===== config.mk =====
export PLATFORM = sky130hd
export DESIGN_NAME = pipeline_ctrl
export DESIGN_NICKNAME = d
export VERILOG_FILES = /design/src/rtl/pipe_ctrl_pkg.sv /design/src/rtl/pipeline_ctrl_hazard_detect.sv /design/src/rtl/pipeline_ctrl.sv
export SDC_FILE = /design/constraint.sdc
export NUM_CORES = 1
export LEC_CHECK = 0
export BUFFER_PORTS_ARGS = -buffer_cell sky130_fd_sc_hd__buf_2
export CAP_MARGIN = 20
export CELL_PAD_IN_SITES_DETAIL_PLACEMENT = 2
export CELL_PAD_IN_SITES_GLOBAL_PLACEMENT = 2
export CORE_UTILIZATION = 19
export DETAILED_ROUTE_END_ITERATION = 6
export PLACE_DENSITY_LB_ADDON = 0.1
export SKIP_LAST_GASP = 1
export SYNTH_ARGS = -nofsm -noshare
export SYNTH_HDL_FRONTEND = slang
export SYNTH_SLANG_ARGS = --single-unit

===== constraint.sdc =====
create_clock -name clk -period 1.5 [get_ports clk]
set_input_delay 0.225 -clock clk [delete_from_list [all_inputs] [get_ports clk]]
set_output_delay 0.225 -clock clk [all_outputs]
set_load 0.03 [all_outputs]

===== src/rtl/pipe_ctrl_pkg.sv =====
`default_nettype none
// +-----------------------------------------------------------------+
// | pipe_ctrl_pkg : shared encodings for the pipeline controller    |
// | Rev 1.0                                                         |
// +-----------------------------------------------------------------+
package pipe_ctrl_pkg;

    localparam logic [1:0] RUN      = 2'd0;
    localparam logic [1:0] MDU_WAIT = 2'd1;
    localparam logic [1:0] HALT     = 2'd2;

    localparam logic [4:0] X0 = 5'd0;

endpackage
`default_nettype wire


===== src/rtl/pipeline_ctrl_hazard_detect.sv =====
`default_nettype none
// +-----------------------------------------------------------------+
// | hazard_detect : combinational load-use and redirect detection   |
// | Rev 1.0                                                         |
// +-----------------------------------------------------------------+
module hazard_detect
    import pipe_ctrl_pkg::*;
(
    input  logic       sv_e_i,
    input  logic       sv_d_i,
    input  logic       mem_read_e_i,
    input  logic       reg_ren_d_i,
    input  logic [4:0] rd_e_i,
    input  logic [4:0] rs1_d_i,
    input  logic [4:0] rs2_d_i,
    input  logic       redirect_e_i,
    input  logic       adv_e_i,
    output logic       redir_o,
    output logic       load_use_o
);

    always_comb begin
        redir_o    = sv_e_i & redirect_e_i & adv_e_i;
        // A taken redirect squashes D anyway, so it masks the load-use stall.
        load_use_o = sv_e_i & sv_d_i & mem_read_e_i & reg_ren_d_i
                   & (rd_e_i != X0)
                   & ((rd_e_i == rs1_d_i) | (rd_e_i == rs2_d_i))
                   & ~redir_o;
    end

endmodule
`default_nettype wire


===== src/rtl/pipeline_ctrl.sv =====
`default_nettype none
// +-----------------------------------------------------------------+
// | pipeline_ctrl : stage-advance controller for the 5-stage RV32   |
// | pipeline. MDU_STALL_EN enables the multi-cycle MUL/DIV stall.   |
// | Rev 1.1                                                         |
// +-----------------------------------------------------------------+
module pipeline_ctrl
    import pipe_ctrl_pkg::*;
#(
    parameter int MDU_CYCLES = 32
)
(
    input  logic       clk,
    input  logic       rst,
    input  logic       imem_ready,
    input  logic       dmem_req_M,
    input  logic       dmem_ack,
    input  logic       MemRead_E,
    input  logic [4:0] Rd_E,
    input  logic [4:0] Rs1_D,
    input  logic [4:0] Rs2_D,
    input  logic       reg_ren_D,
    input  logic       redirect_E,
    input  logic       mdu_op_E,
    input  logic       ebreak_W,
    output logic       pc_en,
    output logic       valid_F,
    output logic       ready_D,
    output logic       valid_D,
    output logic       ready_E,
    output logic       valid_E,
    output logic       ready_M,
    output logic       valid_M,
    output logic       ready_W,
    output logic       sv_D,
    output logic       sv_E,
    output logic       sv_M,
    output logic       sv_W,
    output logic       halted
);

    logic [1:0] r_state, w_state_nxt;
    logic       r_sv_d, r_sv_e, r_sv_m, r_sv_w;
    logic       w_sv_d_nxt, w_sv_e_nxt, w_sv_m_nxt, w_sv_w_nxt;
    logic       w_sv_d, w_sv_e, w_sv_m, w_sv_w;
    logic       w_halt, w_adv_m, w_adv_e, w_adv_d, w_mdu_busy;
    logic       w_redir, w_load_use;

    assign w_halt = (r_state == HALT) & ~rst;
    assign w_sv_d = r_sv_d & ~rst;
    assign w_sv_e = r_sv_e & ~rst;
    assign w_sv_m = r_sv_m & ~rst;
    assign w_sv_w = r_sv_w & ~rst;

    assign w_adv_m = ~(w_sv_m & dmem_req_M & ~dmem_ack);
    assign w_adv_e = w_adv_m & ~w_mdu_busy;
    assign w_adv_d = w_adv_e & ~w_load_use;

`ifdef MDU_STALL_EN
    localparam logic [7:0] C_MDU_LOAD = 8'(MDU_CYCLES - 1);

    logic [7:0] r_cnt, w_cnt_nxt;
    logic       r_counted, w_counted_nxt;
    logic       w_mdu_start;

    assign w_mdu_start = ~rst & (r_state == RUN) & w_sv_e & mdu_op_E & w_adv_m & ~r_counted;
    assign w_mdu_busy  = w_mdu_start | (~rst & (r_state == MDU_WAIT) & (r_cnt != 8'd1));

    always_comb begin
        w_cnt_nxt     = r_cnt;
        w_counted_nxt = r_counted;
        if (w_mdu_start) begin
            w_cnt_nxt     = C_MDU_LOAD;
            w_counted_nxt = 1'b1;
        end else begin
            if (r_state == MDU_WAIT) w_cnt_nxt = r_cnt - 8'd1;
            if (w_adv_e)             w_counted_nxt = 1'b0;
        end
    end

    always_ff @(posedge clk) begin
        if (rst) begin
            r_cnt     <= 8'd0;
            r_counted <= 1'b0;
        end else begin
            r_cnt     <= w_cnt_nxt;
            r_counted <= w_counted_nxt;
        end
    end
`else
    logic w_unused_mdu;
    assign w_unused_mdu = mdu_op_E;
    assign w_mdu_busy   = 1'b0;
`endif

    hazard_detect u_hazard_detect (
        .sv_e_i       (w_sv_e),
        .sv_d_i       (w_sv_d),
        .mem_read_e_i (MemRead_E),
        .reg_ren_d_i  (reg_ren_D),
        .rd_e_i       (Rd_E),
        .rs1_d_i      (Rs1_D),
        .rs2_d_i      (Rs2_D),
        .redirect_e_i (redirect_E),
        .adv_e_i      (w_adv_e),
        .redir_o      (w_redir),
        .load_use_o   (w_load_use)
    );

    always_comb begin
        ready_W = ~w_halt;
        valid_M = w_adv_m & ~w_halt;
        ready_M = w_adv_m & ~w_halt;
        valid_E = w_adv_e & ~w_halt;
        ready_E = w_adv_e & ~w_halt;
        valid_D = ~w_load_use & ~w_halt;
        ready_D = w_adv_d & ~w_halt;
        valid_F = imem_ready & ~w_halt;
        pc_en   = ((w_adv_d & imem_ready) | w_redir) & ~w_halt;
        sv_D    = w_sv_d;
        sv_E    = w_sv_e;
        sv_M    = w_sv_m;
        sv_W    = w_sv_w;
        halted  = w_halt;
    end

    always_comb begin
        w_state_nxt = r_state;
        w_sv_w_nxt  = r_sv_m & w_adv_m;
        w_sv_m_nxt  = w_adv_m ? (r_sv_e & w_adv_e) : r_sv_m;
        w_sv_e_nxt  = w_adv_e ? (r_sv_d & ~w_load_use & ~w_redir) : r_sv_e;
        w_sv_d_nxt  = w_redir ? 1'b0 : (w_adv_d ? imem_ready : r_sv_d);
        if ((r_state == HALT) || (r_sv_w && ebreak_W)) begin
            w_state_nxt = HALT;
            w_sv_w_nxt  = 1'b0;
            w_sv_m_nxt  = 1'b0;
            w_sv_e_nxt  = 1'b0;
            w_sv_d_nxt  = 1'b0;
        end
`ifdef MDU_STALL_EN
        else if (w_mdu_start) begin
            w_state_nxt = MDU_WAIT;
        end else if ((r_state == MDU_WAIT) && (r_cnt == 8'd1)) begin
            w_state_nxt = RUN;
        end
`endif
    end

    always_ff @(posedge clk) begin
        if (rst) begin
            r_state <= RUN;
            r_sv_d  <= 1'b0;
            r_sv_e  <= 1'b0;
            r_sv_m  <= 1'b0;
            r_sv_w  <= 1'b0;
        end else begin
            r_state <= w_state_nxt;
            r_sv_d  <= w_sv_d_nxt;
            r_sv_e  <= w_sv_e_nxt;
            r_sv_m  <= w_sv_m_nxt;
            r_sv_w  <= w_sv_w_nxt;
        end
    end

endmodule
`default_nettype wire


==> flow_summary.json, run 1 <==
{
  "fmax_mhz": 588,
  "die_area_mm2": 0.00301,
  "synth_nets": 91,
  "clock_sinks": 5,
  "vias": 681,
  "required_ps": 1270,
  "end_kind": "output port",
  "netlist_area_um2": 532,
  "final.setup_skew_ps": 1.92,
  "htree_levels": 1,
  "cp_num_buf_inv": 1,
  "clk_pin_slew_worst_paths_ps": 40,
  "hold_depth": 3,
  "worstSetupStartpointType": "flip-flop",
  "yosys_register_bits": 5,
  "postCtsHoldBufs": 0,
  "ant_nets": 0,
  "insertion_delay_ps": 240,
  "nFillCells": 316,
  "cellPowerDensity_mw_per_mm2": 524,
  "violations": "setup timing",
  "tightest_slew_ps": 266,
  "dp_hpwl_mm": 1.65,
  "place_congestion": 0.665,
  "drcViolationCount": 0,
  "num_antenna_cells": 0,
  "nets": 148,
  "synth_edf_count": 0,
  "drive_gt1_frac": 0.631,
  "path_depth": 6,
  "io_buffers": 37,
  "post-route-util": 0.371,
  "cts_buffers": 3,
  "min_path_type": "in2reg",
  "seq_area_frac_synth": 0.188,
  "antenna_found_initial": 0,
  "grt_max_degree": 8,
  "rr_worst_depth": 8,
  "grt_overflow": 0,
  "arrival_ps": 1480,
  "top_level_ports": 39,
  "cts_buffer_depth": 2,
  "max_stage_delay_ps": 320,
  "grt_use_total": 0.141,
  "synthArstFlopShare": 0,
  "slew_headroom": 0.823,
  "start_util": 0.207,
  "min_period_over_period": 1.13,
  "rows": 18,
  "cts_root_buffer": "clkbuf_4",
  "finalMaxSlewViolations": 0,
  "synth_cell_types": 30,
  "hold_viol": 0,
  "syn_to_final_growth_pct": 79.3,
  "firstDrtPassIters": 2,
  "cp_cell_sequence": "nand3b_1, a211oi_4, nand2_2, nor2b_4, o22ai_2, buf_6",
  "ys.flop_type": "dfxtp_1",
  "via_per_inst": 4.48,
  "setup_ws_ps": -201,
  "coreArea_mm2": 0.00257,
  "avgSynthCellArea_um2": 8.06,
  "cp_top_family": "simple AND/OR/NAND/NOR gates",
  "ir_drop_mv": 0.401,
  "p_leak_uw": 0.000451,
  "rsz0062_at_grt": "yes",
  "tritoncts": "yes",
  "syn_inst": 66,
  "power_uw": 499,
  "wl_per_cell_um": 12.3,
  "yosys_warnings": 0,
  "die_w_um": 54.9,
  "cpMaxStageDelayCell": "dfxtp_2",
  "setup_viol": 4,
  "fin_crit_ps": 1700,
  "drv_cap": 0,
  "crit_type": "reg2out",
  "die_h_um": 54.9,
  "status": "finished with violations",
  "grt_pass1_vias": 682,
  "grt_first_pass_wirelength_mm": 2.99,
  "critPathLaunch": "r_sv_m$_SDFFE_PP0N_",
  "hp-start": "ebreak_W",
  "holdWs_ps": 313,
  "path_max_fanout": 4,
  "finalWirelength_mm": 1.87,
  "drtIter0Drc": 3,
  "r2r_start": "r_sv_m$_SDFFE_PP0N_"
}
==> worst register-to-register path, delay by kind of cell, from the launching register on <==
family	cells	cell delay [ps]
AOI/OAI and AO/OA	2	400
buffers and inverters	3	380
DFF	1	320
and+or+nand+nor	3	350
==> report_power, final <==
| group | internal (uW) | switching [uW] | leakage, uW |
|---|---|---|---|
| Sequential | 142 | 6.15 | 0.0000420 |
| Clock | 101 | 57.4 | 0.0000150 |
| Combinational | 96.6 | 96.5 | 0.000394 |
| Total | 339 | 160 | 0.000451 |
==> flip-flops by register name, indices dropped and copies added, names as in the netlist <==
name / cells
r_state: 1
r_sv_d: 1
r_sv_e: 1
r_sv_m: 1
r_sv_w: 1
==> cell families (layout without fill, tap and decap cells) <==
group / after synthesis / after routing / share of synthesized area
and+or+nand+nor: 34 / 34 / 0.384
muxes: 1 / 1 / 0.0188
DFF: 5 / 5 / 0.188
buffers and inverters: 7 / 63 / 0.0894
xor gates and xnor gates: 10 / 10 / 0.165
AOI/OAI and AO/OA: 9 / 9 / 0.155
==> cell usage in the layout, fill, tap and decap left out, types with 2 or more instances in the layout <==
cell / count
clkbuf_4: 3
buf_2: 30
nor2_1: 5
nand3_1: 5
nor2b_1: 3
and2b_2: 3
dfxtp_2: 2
nand2_1: 5
xnor2_1: 10
buf_4: 26
dfxtp_1: 3
==> synth_stat cells (2+ instances only) <==
cell     instances  area [um^2]
xnor2_1         10         87.6
nand2_1          6         22.5
nor2_1           6         22.5
dfxtp_1          5          100
nand3_1          5         25.0
and2b_2          3         26.3
buf_4            3         22.5
nor2b_1          3         18.8
nor2b_2          2         17.5
nor3_1           2         10.0
o22ai_1          2         12.5
==> through the flow <==
step	setup TNS (ps)	cells	cell area [um^2]	setup slack (ps)
final	-639	152	953	-201
after CTS	-661	150	927	-227
after global placement	-452	142	841	-196
after floorplan	-113	66	552	-113
after global routing	-1080	152	953	-308
after detailed placement	-700	142	841	-256
==> metal layers <==
metal	track usage	vias to the layer above	wire length (um)
met2	0.267	20	994
met5	0	-	0
met4	0.0500	0	23
met1	0.155	324	773
li1	-	333	-
met3	0.0246	4	81
==> repair_timing <==
action / 4_1_cts / 5_1_grt
gates resized for setup: 12 / 3
setup buffers: 4 / 2
setup endpoints to repair: 7 / 9
pin swaps: 5 / 5
==> worst paths after layout <==
check                        end  slack (ps)
min            r_sv_w$_SDFF_PP0_         310
min reg2reg    r_sv_w$_SDFF_PP0_         550
max                        pc_en        -200
max reg2reg  r_sv_d$_SDFFE_PP0P_         -60
==> area by class of cell <==
class | instances | area [um^2] | share of cell area
repair buffers | 57 | 357 | 0.374
multi-input cells | 54 | 420 | 0.441
inverters | 2 | 10.0 | 0.0105
flip-flops and latches | 5 | 103 | 0.108
clock buffers | 4 | 26.3 | 0.0276
well taps | 30 | 37.5 | 0.0394
No activity file was read; power rests on OpenSTA's default activity.
==> run 2, diff against run 1 <==
==> constraint.sdc (replaced) <==
create_clock -name clk -period 1.5 [get_ports clk]
set_input_delay 0.075 -clock clk [delete_from_list [all_inputs] [get_ports clk]]
set_output_delay 0.075 -clock clk [all_outputs]
set_load 0.03 [all_outputs]
==> run 2 against run 1 <==
The run still ends with setup timing left; combinational power shrank 9%; worst hold slack lost 140 ps; total power is 1.7% lower; critical path type unchanged; largest power group unchanged; highest routed layer unchanged.
==> flow_summary.json, run 2 (synthesis gave the netlist of run 1 again) <==
{
  "status": "finished with violations",
  "violations": "setup timing",
  "path_max_fanout": 4,
  "holdWs_ps": 171,
  "nFillCells": 315,
  "area.sequential_um2": 103,
  "ir_drop_mv": 0.345,
  "start_util": 0.207,
  "timing.rr.end": "r_sv_d$_SDFFE_PP0P_",
  "setup_ws_ps": -50.7,
  "drv_cap": 0,
  "die_h_um": 54.9,
  "layout_commonest_cell": "buf_2",
  "grt_max_degree": 10,
  "clock_sinks": 5,
  "die_w_um": 54.9,
  "cellPowerDensity_mw_per_mm2": 585,
  "antenna_found_initial": 0,
  "min_period_over_period": 1.03,
  "syn_to_final_growth_pct": 57.9,
  "grt_pass1_vias": 635,
  "fmax_mhz": 645,
  "rr_worst_depth": 5,
  "tritoncts": "yes",
  "rows": 18,
  "fin_crit_ps": 1550,
  "ant_nets": 0,
  "tns_ps": -151,
  "io_buffers": 37,
  "cts_buffers": 3,
  "grt_first_pass_wirelength_mm": 2.81,
  "grt_overflow": 0,
  "dp_hpwl_mm": 1.52,
  "finalMaxSlewViolations": 0,
  "via_per_inst": 4.46,
  "drcViolationCount": 0,
  "setup_viol": 3,
  "cpMaxStageDelayCell": "dfxtp_2",
  "cts_root_buffer": "clkbuf_4",
  "end_kind": "output port",
  "cts_buffer_depth": 2,
  "reg2reg_slack_ps": 120,
  "finalWirelength_mm": 1.83,
  "final.setup_skew_ps": 3.46,
  "rsz0062_at_grt": "yes",
  "insertion_delay_ps": 250,
  "crit_type": "reg2out",
  "vias": 620,
  "clk_pin_slew_worst_paths_ps": 50,
  "required_ps": 1420,
  "final_cell_mix": "buf_2, xnor2_1, buf_4",
  "critPathLaunch": "r_sv_m$_SDFFE_PP0N_",
  "die_area_mm2": 0.00301,
  "grt_use_total": 0.137,
  "wl_per_cell_um": 13.2,
  "htree_levels": 1,
  "endpoint": "pc_en",
  "post-route-util": 0.327,
  "cp_cell_sequence": "nand3b_1, a211oi_2, nand2_2, nor2b_4, o22ai_2, buf_6",
  "place_congestion": 0.681,
  "p_leak_uw": 0.000379,
  "r2r_start": "r_sv_m$_SDFFE_PP0N_",
  "firstDrtPassIters": 4,
  "hold_viol": 0,
  "drive_gt1_frac": 0.596,
  "power_uw": 491,
  "nets": 135,
  "max_stage_delay_ps": 330,
  "top_level_ports": 39,
  "min_path_type": "in2reg",
  "drtIter0Drc": 5,
  "worstSetupStartpointType": "flip-flop",
  "arrival_ps": 1480,
  "tightest_slew_ps": 270,
  "coreArea_mm2": 0.00257,
  "slew_headroom": 0.820,
  "num_antenna_cells": 0,
  "multi_input_area_um2": 414
}
-- run 2: changes by cell type in the layout (fill, tap and decap cells not counted) --
cell / previous run / this run
buf_4: 26 / 9
buf_2: 30 / 34
a211oi_2: 0 / 1
a211oi_4: 1 / 0
and2_1: 0 / 1
and2_4: 1 / 0
and3b_1: 1 / 0
and3b_2: 0 / 1
nor2b_1: 3 / 2
nor2b_2: 1 / 2
-- run 2: repair_timing --
| action | in CTS | in global routing |
|---|---|---|
| setup endpoints to repair | 5 | 4 |
| gates resized for setup | 8 | 2 |
| setup buffers | 2 | 2 |
| pin swaps | 7 | 4 |
| endpoints found under the hold margin | 0 | 0 |
| hold buffers | 0 | 0 |
-- run 2: how the worst min path moves through the flow --
| stage | startpoint | to | slack [ps] | cells after the start |
|---|---|---|---|---|
| finish | ebreak_W | r_sv_m$_SDFFE_PP0N_ | 170 | 3 |
| global route | ebreak_W | r_sv_m$_SDFFE_PP0N_ | 170 | 3 |
| CTS | dmem_ack | r_sv_w$_SDFF_PP0_ | 170 | 3 |
| detailed placement | dmem_ack | r_sv_w$_SDFF_PP0_ | 430 | 3 |
| global placement | ebreak_W | r_sv_w$_SDFF_PP0_ | 420 | 3 |
| floorplan | rst | sv_M | 220 | 1 |
-- run 2: metrics by stage --
step | std cells | instance area (um^2) | worst slack, ps
4_1_cts | 138 | 828 | -63.7
2_1_floorplan | 66 | 551 | -11.9
6_report | 139 | 840 | -50.7
3_3_place_gp | 132 | 766 | 110
3_5_place_dp | 132 | 766 | 53.9
5_1_grt | 139 | 840 | -161
-- run 2: layout make-up --
type                    instances  share of cell area
well taps                      30              0.0447
clock buffers                   4              0.0313
inverters                       2              0.0119
flip-flops and latches          5               0.122
multi-input cells              54               0.493
repair buffers                 44               0.297
-- run 2: critical path: cells and delay by family, from the launching register on --
kind,cells,cell delay (ps)
compound gates,2,350
buf+inv,1,150
flops,1,330
simple gates,3,400
-- run 2: where the power goes --
| group | switching, uW | internal, uW | total [uW] |
|---|---|---|---|
| clock network | 65.1 | 101 | 166 |
| logic | 92.0 | 84.1 | 176 |
| registers | 6.25 | 142 | 149 |
| total | 163 | 328 | 491 |
-- run 2: per-layer routing --
metal  track usage  routed length (um)  up-vias
met3        0.0410                 125        2
met2         0.233                 882       24
met1         0.162                 803      285
li1              -                   -      309
met5             0                   0        -
met4        0.0500                  23        0
==> run 3, diff against run 2 <==
Settings changed: CORE_ASPECT_RATIO from default to 0.8.
==> run 3 against run 2 <==
The run still ends with setup timing left; sequential power is essentially flat; global-route usage shrank 0.14 points; core utilization grew 1.4 points; die area is essentially flat; sequential share of layout area shrank 0.37 points; register-to-register slack lost 50 ps; maximum frequency shrank 2.6%; worst hold slack gained 1.9 ps; clock-buffer cell count is the same; first-iteration DRC count grew 80%; setup slack lost 41 ps; via count is the same; critical endpoint is now ready_D; largest cell class unchanged; highest routed layer is now met3.
==> flow_summary.json, run 3 (synthesis gave the netlist of run 1 again) <==
{
  "rows": 16,
  "min_path_type": "in2reg",
  "num_antenna_cells": 0,
  "drive_gt1_frac": 0.589,
  "firstDrtPassIters": 4,
  "grt_overflow": 0,
  "arrival_ps": 1520,
  "io_buffers": 37,
  "insertion_delay_ps": 250,
  "drcViolationCount": 0,
  "worstSetupStartpointType": "flip-flop",
  "htree_levels": 1,
  "grt_first_pass_wirelength_mm": 2.98,
  "violations": "setup timing",
  "setup_ws_ps": -92.2,
  "place_congestion": 0.720,
  "ant_nets": 0,
  "fin_crit_ps": 1590,
  "grt_use_total": 0.136,
  "tritoncts": "yes",
  "die_w_um": 61.1,
  "cellPowerDensity_mw_per_mm2": 566,
  "coreArea_mm2": 0.00254,
  "critPathLaunch": "r_sv_m$_SDFFE_PP0N_",
  "top_level_ports": 39,
  "final.setup_skew_ps": 3.41,
  "r2r_start": "r_sv_m$_SDFFE_PP0N_",
  "hold_viol": 0,
  "vias": 620,
  "p_leak_uw": 0.000395,
  "cts_buffer_depth": 2,
  "final_cell_mix": "buf_2, buf_4, xnor2_1",
  "slew_headroom": 0.834,
  "antenna_found_initial": 0,
  "fmax_mhz": 628,
  "dp_hpwl_mm": 1.48,
  "setup_viol": 3,
  "die_h_um": 49.3,
  "grt_pass1_vias": 644,
  "drtIter0Drc": 9,
  "finalMaxSlewViolations": 0,
  "dp_slack_ps": 53.1,
  "clk_pin_slew_worst_paths_ps": 40,
  "min_period_over_period": 1.06,
  "status": "finished with violations",
  "wl_per_cell_um": 13.1,
  "drv_cap": 0,
  "hp-start": "ebreak_W",
  "holdWs_ps": 173,
  "end_kind": "output port",
  "cts_root_buffer": "clkbuf_4",
  "nets": 138,
  "layout_commonest_cell": "buf_2",
  "die_area_mm2": 0.00302,
  "finalWirelength_mm": 1.95,
  "tightest_slew_ps": 247,
  "grt_max_degree": 10,
  "cts_buffers": 3,
  "crit_type": "reg2out",
  "required_ps": 1420,
  "clock_sinks": 5,
  "ir_drop_mv": 0.301,
  "via_per_inst": 4.19,
  "syn_to_final_growth_pct": 62.8,
  "start_util": 0.209,
  "path_max_fanout": 4,
  "rsz0062_at_grt": "yes"
}
-- run 3: repair_timing --
item / in CTS / in global routing
setup buffers: 3 / 2
hold buffers: 0 / 0
setup endpoints to repair: 3 / 3
resized for setup: 6 / 2
pin swaps: 5 / 2
-- run 3: path summary, 6_finish.rpt --
path	endpoint	slack [ps]	cells past startpoint
hold / removal	r_sv_m$_SDFFE_PP0N_	170	3
setup / recovery	ready_D	-90	6
setup reg to reg	r_sv_d$_SDFFE_PP0P_	70	7
hold reg to reg	r_sv_m$_SDFFE_PP0N_	540	2
-- run 3: per-stage QoR --
stage,total power (uW),instance area (um^2),TNS (ps),util,cells
finish,490,866,-269,0.341,148
global route,531,866,-573,0.341,148
CTS,492,847,-124,0.333,146
detailed placement,323,781,0,0.307,139
global placement,321,781,0,0.307,139
floorplan,249,551,-11.9,-,66
-- run 3: power breakdown --
part           internal (uW)  switching (uW)  total [uW]  leakage [uW]
Clock                    101            61.3         162     0.0000150
Combinational           85.6            93.2         179      0.000338
Sequential               142            6.24         149     0.0000416
-- run 3: critical path: stages, from the launching register on --
cell and delay, ps:
dfxtp_2 320, nand3b_1 120, a211oi_2 270, nand2_2 120, nor2b_4 200, nor3_2 70
buf_4 170
-- run 3: routing by layer --
layer	global-route usage	wire, um	part of all wire	vias to the layer above
met5	0	0	0	-
met4	0.0227	0	0	0
met3	0.0477	127	0.065	0
met2	0.219	894	0.46	23
met1	0.173	923	0.47	282
li1	-	-	-	315
-- run 3: final cells by class --
type | count | area [um^2]
repair buffers | 47 | 272
flip-flops and latches | 5 | 103
inverters | 2 | 10.0
well taps | 36 | 45.0
multi-input cells | 54 | 410
fillers | 315 | 1680
clock buffers | 4 | 26.3
